**src/rtl/muldiv_seq_pkg.sv**
```systemverilog
// Shared encodings for the multi-cycle MULTU/DIVU sequencer: ALU control
// codes, controller states and the Op select values.
package muldiv_seq_pkg;

  // ALU control encodings understood by the shared 32-bit ALU
  localparam logic [2:0] ALU_AND = 3'b000;
  localparam logic [2:0] ALU_OR  = 3'b001;
  localparam logic [2:0] ALU_ADD = 3'b010;
  localparam logic [2:0] ALU_SUB = 3'b110;
  localparam logic [2:0] ALU_SLT = 3'b111;

  // Op select as presented on the Op input
  localparam logic OP_MULTU = 1'b0;
  localparam logic OP_DIVU  = 1'b1;

  // Sequencer controller states
  typedef enum logic [1:0] {
    ST_IDLE = 2'd0,
    ST_RUN  = 2'd1,
    ST_DONE = 2'd2
  } state_e;

endpackage

```
**src/rtl/muldiv_seq.sv**
```systemverilog
// Multi-cycle unsigned MULTU/DIVU sequencer for the HI/LO pair.
// While running it borrows the shared ALU: it drives AluCtrlOut/AluAOut/
// AluBOut combinationally from its own registers and consumes AluIn in the
// same cycle. One shift-add (MULTU) or restoring-division (DIVU) iteration
// is retired per RUN cycle, 32 iterations per operation.
//
// Handshake: Start is a request sampled only while IDLE; the accepting edge
// captures OpA/OpB/Op, so they need not be held afterwards. Busy is high for
// every non-IDLE cycle (32 RUN + 1 DONE) and Done pulses for the single DONE
// cycle, when Hi/Lo already hold the final result. Start seen in RUN or DONE
// is dropped with no side effects. The current state is visible on r_state.
//
// WIDTH must equal the ALU width; only 32 is supported (CNT_W = log2(WIDTH)).
module muldiv_seq
  import muldiv_seq_pkg::*;
#(
  parameter int WIDTH = 32,
  parameter int CNT_W = 5
) (
  input  logic             clk,
  input  logic             rst_n,
  input  logic             Start,
  input  logic             Op,
  input  logic [WIDTH-1:0] OpA,
  input  logic [WIDTH-1:0] OpB,
  output logic [2:0]       AluCtrlOut,
  output logic [WIDTH-1:0] AluAOut,
  output logic [WIDTH-1:0] AluBOut,
  input  logic [WIDTH-1:0] AluIn,
  output logic             Busy,
  output logic             Done,
  output logic [WIDTH-1:0] Hi,
  output logic [WIDTH-1:0] Lo
);

  localparam logic [CNT_W-1:0] LAST_ITER = CNT_W'(WIDTH - 1);

  state_e           r_state;
  logic [CNT_W-1:0] r_cnt;
  logic [WIDTH-1:0] r_hi;
  logic [WIDTH-1:0] r_lo;
  logic [WIDTH-1:0] r_bq;
  logic             r_op;
  logic             r_done;

  // Divide step: partial remainder shifted left with the next dividend bit.
  // The bit shifted out of r_hi is S[32]; when set, S always exceeds Bq.
  logic [WIDTH-1:0] w_shift;
  logic             w_ge;
  // Multiply step: carry-out of Hi + addend, recovered from the wrapped sum.
  logic             w_carry;
  logic [WIDTH-1:0] w_mul_hi;
  logic [WIDTH-1:0] w_mul_lo;
  logic [WIDTH-1:0] w_div_hi;
  logic [WIDTH-1:0] w_div_lo;
  logic [2:0]       w_alu_ctrl;
  logic [WIDTH-1:0] w_alu_a;
  logic [WIDTH-1:0] w_alu_b;

  assign w_shift  = {r_hi[WIDTH-2:0], r_lo[WIDTH-1]};
  assign w_ge     = r_hi[WIDTH-1] | (w_shift >= r_bq);
  assign w_carry  = (AluIn < r_hi);
  assign w_mul_hi = {w_carry, AluIn[WIDTH-1:1]};
  assign w_mul_lo = {AluIn[0], r_lo[WIDTH-1:1]};
  assign w_div_hi = w_ge ? AluIn : w_shift;
  assign w_div_lo = {r_lo[WIDTH-2:0], w_ge};

  // ALU request: idle as ADD 0+0, otherwise the current iteration's operands
  always_comb begin
    w_alu_ctrl = ALU_ADD;
    w_alu_a    = '0;
    w_alu_b    = '0;
    if (r_state == ST_RUN) begin
      if (r_op == OP_DIVU) begin
        w_alu_ctrl = ALU_SUB;
        w_alu_a    = w_shift;
        w_alu_b    = r_bq;
      end else begin
        w_alu_ctrl = ALU_ADD;
        w_alu_a    = r_hi;
        w_alu_b    = r_lo[0] ? r_bq : '0;
      end
    end
  end

  // Controller, iteration counter and HI/LO datapath in one sequential block
  always_ff @(posedge clk or negedge rst_n) begin
    if (!rst_n) begin
      r_state <= ST_IDLE;
      r_cnt   <= '0;
      r_hi    <= '0;
      r_lo    <= '0;
      r_bq    <= '0;
      r_op    <= OP_MULTU;
      r_done  <= 1'b0;
    end else begin
      r_done <= 1'b0;
      case (r_state)
        ST_IDLE: begin
          if (Start) begin
            r_lo    <= OpA;
            r_hi    <= '0;
            r_bq    <= OpB;
            r_op    <= Op;
            r_cnt   <= '0;
            r_state <= ST_RUN;
          end
        end
        ST_RUN: begin
          r_cnt <= r_cnt + 1'b1;
          if (r_op == OP_DIVU) begin
            r_hi <= w_div_hi;
            r_lo <= w_div_lo;
          end else begin
            r_hi <= w_mul_hi;
            r_lo <= w_mul_lo;
          end
          if (r_cnt == LAST_ITER) begin
            r_state <= ST_DONE;
            r_done  <= 1'b1;
          end
        end
        ST_DONE: begin
          r_state <= ST_IDLE;
        end
        default: begin
          r_state <= ST_IDLE;
        end
      endcase
    end
  end

  assign AluCtrlOut = w_alu_ctrl;
  assign AluAOut    = w_alu_a;
  assign AluBOut    = w_alu_b;
  assign Busy       = (r_state != ST_IDLE);
  assign Done       = r_done;
  assign Hi         = r_hi;
  assign Lo         = r_lo;

endmodule

```
**config.mk**
```make
export PLATFORM = sky130hd
export DESIGN_NAME = muldiv_seq
export DESIGN_NICKNAME = d
export VERILOG_FILES = /design/src/rtl/muldiv_seq_pkg.sv /design/src/rtl/muldiv_seq.sv
export SDC_FILE = /design/constraint.sdc
export NUM_CORES = 1
export LEC_CHECK = 0
export ABC_AREA = 0
export CORE_ASPECT_RATIO = 2
export CORE_MARGIN = 2
export CORE_UTILIZATION = 40
export CTS_CLUSTER_SIZE = 30
export DETAILED_ROUTE_END_ITERATION = 10
export PLACE_DENSITY = 0.78
export RECOVER_POWER = 50
export SKIP_CTS_REPAIR_TIMING = 1
export SLEW_MARGIN = 15
export SYNTH_ARGS = -nofsm -noshare
export SYNTH_HDL_FRONTEND = slang
export SYNTH_SLANG_ARGS = --single-unit
export TNS_END_PERCENT = 100
```
**constraint.sdc**
```tcl
create_clock -name clk -period 3.4 [get_ports clk]
set_clock_uncertainty 0.2 [all_clocks]
set_input_delay 1.02 -clock clk [delete_from_list [all_inputs] [get_ports clk]]
set_output_delay 1.02 -clock clk [all_outputs]
set_load 0.005 [all_outputs]
```
* Word level (Yosys, flattened, before mapping)
Cells that the tools add are included.
** Storage, ports and cells
- Register bits after elaboration :: 105
- Output and inout bits :: 133
- Logic and storage cells :: 42
- Input port bits :: 100
** Operators by class
- Add/sub/neg operators :: 1
- Magnitude comparators :: 2
- Bitwise operators :: 1
- Equality and inequality tests :: 4
- Reductions and logical operators :: 6
- Mux-type cells :: 21
** Operators by type and width (number)
- 32-bit 2-to-1 mux :: 10
- 32-bit one-hot mux with 2 select lines :: 2
- 32-bit greater-or-equal comparator :: 1
- 32-bit less-than comparator :: 1
- 5-bit one-hot mux with 2 select lines :: 1
- 3-bit 2-to-1 mux :: 2
- 2-bit AND reduction :: 3
- 5-bit by 1-bit adder with 5-bit output, second input constant :: 1
- 5-bit == test, second input constant :: 1
- 5-bit 2-to-1 mux :: 1
- 2-bit 2-to-1 mux :: 2
- 2-bit one-hot mux with 2 select lines :: 1
- 2-bit nonzero test :: 2
- 2-bit by 1-bit == test with 1-bit output, second input constant :: 1
- 2-bit logical NOT :: 1
- 1-bit 2-to-1 mux :: 2
- 2-bit by 1-bit inequality test with 1-bit output, second input constant :: 1
- 2-bit inequality test, second input constant :: 1
- 1-bit OR :: 1

* Longest topological paths before layout
Gate-level depths: netlist of the first run.
- Depth after elaboration :: 5
- Depth in mapped cells :: 10
- Depth with buffers taken out :: 9

* Least setup slack after synthesis of the first run
No wires, ideal clock.
- Kind :: register -> output
- Start point :: register r_op
- End point :: output AluAOut[12]
- Setup slack :: 0.695 ns
- Data required time :: 2.180 ns
- Buffers on the path :: 3
- Stages on the path, launching flop included :: 6
- Arrival :: 1.485 ns
- Cells stage by stage :: dfrtp_1 -> clkbuf_1 -> buf_1 -> buf_2 -> mux2i_1 -> nor2_1
** On the way
- Word-level cells in the longest chain between the ends :: 2
** Ends and longest elaborated chain
- start: declaration :: line muldiv_seq.sv:43 : logic r_op;
- start signal: assignment :: line muldiv_seq.sv:104 : r_op <= Op;
- 32-bit 2-to-1 mux :: line muldiv_seq.sv:74 : if (r_op == OP_DIVU) begin
- 32-bit 2-to-1 mux :: line muldiv_seq.sv:73 : if (r_state == ST_RUN) begin
- end: declaration :: line muldiv_seq.sv:27 : output logic [WIDTH-1:0] AluAOut,
Every way passes these cells.

* Worst setup path after layout of the first run
- Start point :: register r_op
- End point :: output AluAOut[10]
Same word-level chain as after synthesis.

==> metrics.yaml, run 1 <==
clocking:
  path_clk_slew_ns: 0.07
  cts_tree: "yes"
  clk_path_buf_depth: 2
  h-tree-depth: 3
  cts_inserted_buffers: 9
  clkLatencyLatePin_ns: 0.36
  clock_sinks: 105
  clockRootBuffer: "clkbuf_16"
placed_design:
  portBuffers: 230
  place_hpwl_um: 16900
  dpl_cell_area_mm2: 0.00986
  gp_congestion: 0.819
sta:
  hold_violations: 0
  relSlewSlack: -0.00958
  tightestPinTransition_ns: 1.51
  finalMaxSlewViolations: 52
  report.final.setup_viol: 0
  rsz0062_at_grt: "false"
  fmax_mhz: 308
  fin_crit_sh: 0.956
  finalCriticalPeriod_ns: 3.25
final_layout:
  nets: 1240
  fin_util: 0.576
  drive_gt1_frac: 0.0463
  syn_to_final_growth_pct: 40.5
  final_area_mm2: 0.0102
route:
  post_drt_wl_per_cell_um: 18.6
  wl_um: 24100
  viasPerCell: 5.55
  ant_nets: 0
  drcViolationCount: 0
  drt_iter0_markers: 251
  first_pass_iters: 4
  vias: 7191
synthesis:
  ys_types: 37
  syn-cell-area_mm2: 0.00729
  postSynthAreaPerCell_um2: 8.41
  ys.warnings.count: 0
  synthCells: 867
  yosys_register_bits: 105
  yosysSeqAreaShare: 0.360
  synth_fp_nets: 1032
setup_path:
  crit_path_max_fanout: 51
  setup.worst_path.start_class: "register"
  path_class: "reg2out"
  end_kind: "primary output"
  reg2reg_slack_ns: 0.43
  worstPathRequired_ns: 2.18
  cp.arrival_ns: 2.03
floorplanning:
  row_count: 69
  dieWidth_um: 99.5
  io_pins: 233
  die_y_um: 195
  initial_core_util: 0.410
  coreArea_mm2: 0.0178
  die_area_mm2: 0.0194
grt:
  antenna_found_initial: 2
  grt_max_degree: 102
  grt_pass1_vias: 7155
  grt_pass1_wl_um: 36900
  grt_use_total: 0.238
  overflow: 0
worst_hold_path:
  worstHoldPathType: "reg2reg"
status:
  violations: "max-capacitance violations, max-slew violations"
  status: "finished with violations"
power_and_ir_drop:
  pwr_density_cell_mw_per_mm2: 1040
  irDropWorstVdd_mv: 0.493
  p_leak_nw: 4.44
flow_run:
  cap_violations: 1
==> synthesized netlist by cell type <==
cell type / instances / share of area
a2111o_1: 1 / 0.0015
a211o_1: 1 / 0.0012
a211oi_1: 34 / 0.035
a21o_1: 9 / 0.0093
a21oi_1: 49 / 0.034
a21oi_4: 1 / 0.0022
a221oi_1: 3 / 0.0036
a221oi_2: 1 / 0.0021
a31oi_1: 31 / 0.027
and2_1: 3 / 0.0026
and3_1: 1 / 0.00086
and4_1: 1 / 0.0012
buf_1: 10 / 0.0051
buf_2: 2 / 0.0014
buf_4: 2 / 0.0021
buf_8: 3 / 0.0062
clkbuf_1: 44 / 0.023
conb_1: 2 / 0.0010
dfrtp_1: 105 / 0.36
ha_1: 65 / 0.11
inv_1: 68 / 0.035
mux2i_1: 65 / 0.089
nand2_1: 122 / 0.063
nand2b_1: 3 / 0.0026
nand3_1: 5 / 0.0034
nand4_1: 12 / 0.010
nor2_1: 40 / 0.021
nor2b_1: 32 / 0.027
nor3_1: 34 / 0.023
nor3b_1: 32 / 0.033
nor4_1: 1 / 0.00086
o2111ai_1: 1 / 0.0012
o211a_1: 1 / 0.0014
o211ai_1: 3 / 0.0031
o21ai_0: 50 / 0.034
o21ai_1: 29 / 0.020
o41ai_1: 1 / 0.0012
==> cells in the final DEF (no fill, tap or decap), types with 4 or more instances in the layout <==
cell and count:
a211oi_1 34, a21o_1 9, a21oi_1 49, a31oi_1 31
buf_12 4, buf_4 17, clkbuf_16 10, clkbuf_2 5
clkdlybuf4s50_1 228, dfrtp_1 104, ha_1 65, inv_1 68
mux2i_1 65, nand2_1 122, nand3_1 5, nand4_1 12
nor2_1 38, nor2b_1 32, nor3_1 34, nor3b_1 32
o21ai_0 50, o21ai_1 29
==> power by group <==
group	switching [mW]	internal, mW
Sequential	0.763	1.88
Clock	0.499	0.725
Combinational	3.24	3.54
==> final cells by class <==
cell class | count | area, µm²
Multi-Input combinational cell | 634 | 4160
Fill cell | 1596 | 7540
Clock inverter | 6 | 116
Tap cell | 213 | 267
Antenna cell | 2 | 5.00
Sequential cell | 105 | 2630
Clock buffer | 10 | 229
Timing Repair Buffer | 257 | 2580
Inverter | 68 | 255
==> through the flow <==
stage	power [mW]	setup TNS [ns]	hold WS (ns)	std cells	setup slack, ns
floorplan	6.17	0	0.249	867	0.695
global placement	9.18	0	0.267	1273	0.156
global route	11.5	0	0.311	1295	0.0595
detailed placement	9.35	0	0.278	1273	0.125
finish	10.6	0	0.288	1295	0.151
CTS	10.6	-0.992	0.285	1289	-0.0576
==> layer usage <==
| layer | up-vias | track usage | wire length [µm] |
|---|---|---|---|
| met5 | - | 0 | 0 |
| met4 | 0 | 0.0923 | 695 |
| met3 | 39 | 0.0273 | 890 |
| met2 | 194 | 0.453 | 13300 |
| met1 | 3498 | 0.262 | 9180 |
| li1 | 3460 | - | - |
==> registers in the layout (all words and copies together), names as in the netlist <==
register,cells
Lo,32
r_state,2
Done,1
r_cnt,5
r_bq,32
Hi,32
r_op,1
==> cells by family after synthesis <==
kind of cell               synth area share
and+or+nand+nor                       0.189
AOI/OAI and AO/OA                     0.176
buffers and inverters                0.0724
DFF                                   0.360
muxes                                0.0893
adders and majority gates             0.112
other                               0.00103
==> final timing paths <==
check                      startpoint           to  depth (start not counted)
max                              r_op  AluAOut[10]                          4
min                          r_cnt[3]     r_cnt[3]                          1
max reg2reg                    Lo[31]       Hi[24]                         10
min reg2reg                  r_cnt[3]     r_cnt[3]                          1
max in group asynchronous       rst_n       Lo[16]                          2
min in group asynchronous       rst_n      r_bq[5]                          1
==> critical path: stages, from the launching register on <==
cell             delay, ns
dfrtp_4               0.55
buf_16                0.26
mux2i_1               0.16
nor2_1                0.10
clkdlybuf4s50_1       0.57
Note: power is estimated with default switching activity, not from simulation.
==> run 2: changes to the inputs <==
--- a/config.mk
+++ b/config.mk
@@ -8,12 +8,11 @@
 export ABC_AREA = 0
 export CORE_ASPECT_RATIO = 2
 export CORE_MARGIN = 2
-export CORE_UTILIZATION = 40
+export CORE_UTILIZATION = 48
 export CTS_CLUSTER_SIZE = 30
 export DETAILED_ROUTE_END_ITERATION = 10
-export PLACE_DENSITY = 0.78
+export PLACE_DENSITY = 0.9
 export RECOVER_POWER = 50
-export SKIP_CTS_REPAIR_TIMING = 1
 export SLEW_MARGIN = 15
 export SYNTH_ARGS = -nofsm -noshare
 export SYNTH_HDL_FRONTEND = slang
==> metrics.yaml, run 2 (synthesized netlist as in run 1, its figures left out) <==
setup_path:
  end_kind: "primary output"
  setup.worst_path.start_class: "register"
  cp.buffers_inverters: 3  # +1
  cp.arrival_ns: 2.04  # about the same
  endpoint: "AluAOut[9]"
  critPathLaunch: "r_state[1]"
  crit_chain: "nand2b_4 > buf_12 > buf_4 > nor2_1 > clkdlybuf4s50_1"
  reg2reg_to: "Hi[7]"
  crit_path_max_fanout: 10  # -80%
  worstSetupPathDepth: 5  # +1
  crit_family: "buffers and inverters"
  path_class: "reg2out"
  worstPathRequired_ns: 2.18  # about the same
  worst_r2r_path_depth: 10  # unchanged
  max_stage_delay_ns: 0.54  # -0.03 ns
  rr_startpoint: "Lo[31]"
  slowest_stage: "clkdlybuf4s50_1"
  reg2reg_slack_ns: 0.53  # +0.10 ns
floorplanning:
  die_y_um: 178  # -8.5%
  io_pins: 233  # unchanged
  initial_core_util: 0.492  # +0.0820
  dieWidth_um: 91.1  # -8.4%
  die_area_mm2: 0.0162  # -16%
  coreArea_mm2: 0.0148  # -17%
  row_count: 63  # -8.7%
placed_design:
  dpl_cell_area_mm2: 0.00982  # -0.38%
  place_hpwl_um: 17000  # +0.55%
  portBuffers: 230  # unchanged
  gp_congestion: 0.872  # +6.4%
final_layout:
  drive_gt1_frac: 0.0471  # +0.000839
  final_area_mm2: 0.0102  # -0.61%
  nets: 1242  # +0.16%
  layout_commonest_cell: "clkdlybuf4s50_1"
  final_cell_mix: "clkdlybuf4s50_1 (227), nand2_1 (122), dfrtp_1 (104)"
  syn_to_final_growth_pct: 39.7
clocking:
  cts_inserted_buffers: 9  # unchanged
  cts_tree: "yes"
  clockRootBuffer: "clkbuf_16"
  h-tree-depth: 3  # unchanged
  ctsHoldBuffers: 0
  clkLatencyLatePin_ns: 0.35  # about the same
  clk_path_buf_depth: 2  # unchanged
  clock_sinks: 105  # unchanged
  path_clk_slew_ns: 0.08  # about the same
grt:
  grt_use_total: 0.281  # +0.0427
  top_usage_layer: "met2"
  gr-usage-met3: 0.0313  # +0.00393
  grt_pass1_wl_um: 36800  # -0.24%
  grt_pass1_vias: 7223  # +0.95%
  met1_usage: 0.318  # +0.0560
  grt_max_degree: 56  # -45%
  grt_util_met2: 0.519  # +0.0665
  overflow: 0  # unchanged
  antenna_found_initial: 3  # +1
route:
  wl_um: 23300  # -3.5%
  viasPerCell: 5.66  # +1.8%
  ant_nets: 0  # unchanged
  vias: 7239  # +0.67%
  post_drt_wl_per_cell_um: 18.2  # -2.3%
  drt_iter0_markers: 375  # +49%
  first_pass_iters: 5  # +1
  drcViolationCount: 0  # unchanged
sta:
  relSlewSlack: 0.266  # +0.276
  rsz0062_at_grt: "false"
  fmax_mhz: 307  # -0.37%
  tightestPinTransition_ns: 1.10  # -0.414 ns
  finalCriticalPeriod_ns: 3.26  # +0.0122 ns
  fin_crit_sh: 0.959  # +0.00359
  finalMaxSlewViolations: 0  # -100%
  report.final.setup_viol: 0  # unchanged
  tns_ns: 0  # unchanged
  hold_violations: 0  # unchanged
flow_run:
  cap_violations: 0  # -1
power_and_ir_drop:
  pwr_density_cell_mw_per_mm2: 1030  # -0.69%
  finalPower_mw: 10.5  # -1.3%
  irDropWorstVdd_mv: 0.567  # +15%
  p_leak_nw: 4.44  # -0.19%
worst_hold_path:
  worstHoldPathType: "reg2reg"
status:
  status: "finished, final reports clean"
==> run 2: cell types whose count changed in the layout (fill, tap and decap cells not counted), sizes merged, moves of 2 or more <==
cell and delta:
bufinv -2, clkbuf -3, inv +3, buf +4
==> run 2: worst min-delay path by stage <==
stage	startpoint	end	slack [ns]	cells after the start
after floorplan	r_cnt[3]	r_cnt[3]	0.25	1
after detailed placement	r_cnt[3]	r_cnt[3]	0.29	1
after global placement	r_cnt[3]	r_cnt[3]	0.27	1
after CTS	r_cnt[3]	r_cnt[3]	0.30	1
final	r_cnt[3]	r_cnt[3]	0.30	1
after global routing	r_cnt[3]	r_cnt[3]	0.33	1
==> run 2: layout make-up <==
cell class              count  area [µm²]
diodes                      3        7.51
clock buffers               9         225
clock inverters             7        97.6
fillers                  1206        4640
inverters                  68         255
multi-input cells         634        4160
flip-flops and latches    105        2630
well taps                 195         244
repair buffers            259        2560
==> run 2: routing by layer <==
| metal | up-vias | wire length, µm |
|---|---|---|
| met1 | 3511 | 8860 |
| li1 | 3450 | - |
| met4 | 0 | 805 |
| met2 | 235 | 12700 |
| met3 | 43 | 951 |
| met5 | - | 0 |
==> run 2: repair_timing <==
| item | 4_1_cts | 5_1_grt |
|---|---|---|
| buffers inserted | 0 | 3 |
| resized for setup | 0 | 0 |
| gates cloned | 1 | 0 |
| endpoints found under the setup margin | 4 | 6 |
==> run 2: stage by stage <==
| stage | hold slack, ns | instances | utilization | setup slack, ns |
|---|---|---|---|---|
| 4_1_cts | 0.296 | 1274 | 0.685 | 0.0397 |
| 3_3_place_gp | 0.271 | 1257 | 0.663 | 0.238 |
| 5_1_grt | 0.334 | 1280 | 0.687 | 0.0755 |
| 2_1_floorplan | 0.249 | 867 | - | 0.695 |
| 3_5_place_dp | 0.287 | 1257 | 0.663 | 0.216 |
| 6_report | 0.302 | 1280 | 0.687 | 0.139 |
==> run 2: where the power goes <==
part / internal (mW) / total, mW / switching [mW]
clock network: 0.595 / 1.13 / 0.531
logic: 3.52 / 6.75 / 3.23
registers: 1.88 / 2.63 / 0.751
total: 5.99 / 10.5 / 4.51
==> run 3: changes to the inputs <==
--- a/config.mk
+++ b/config.mk
@@ -9,6 +9,7 @@
 export CORE_ASPECT_RATIO = 2
 export CORE_MARGIN = 2
 export CORE_UTILIZATION = 48
+export CTS_CLUSTER_DIAMETER = 100
 export CTS_CLUSTER_SIZE = 30
 export DETAILED_ROUTE_END_ITERATION = 10
 export PLACE_DENSITY = 0.9
==> results of run 3 <==
Final layout, timing and power as in run 2 (identical DEF).
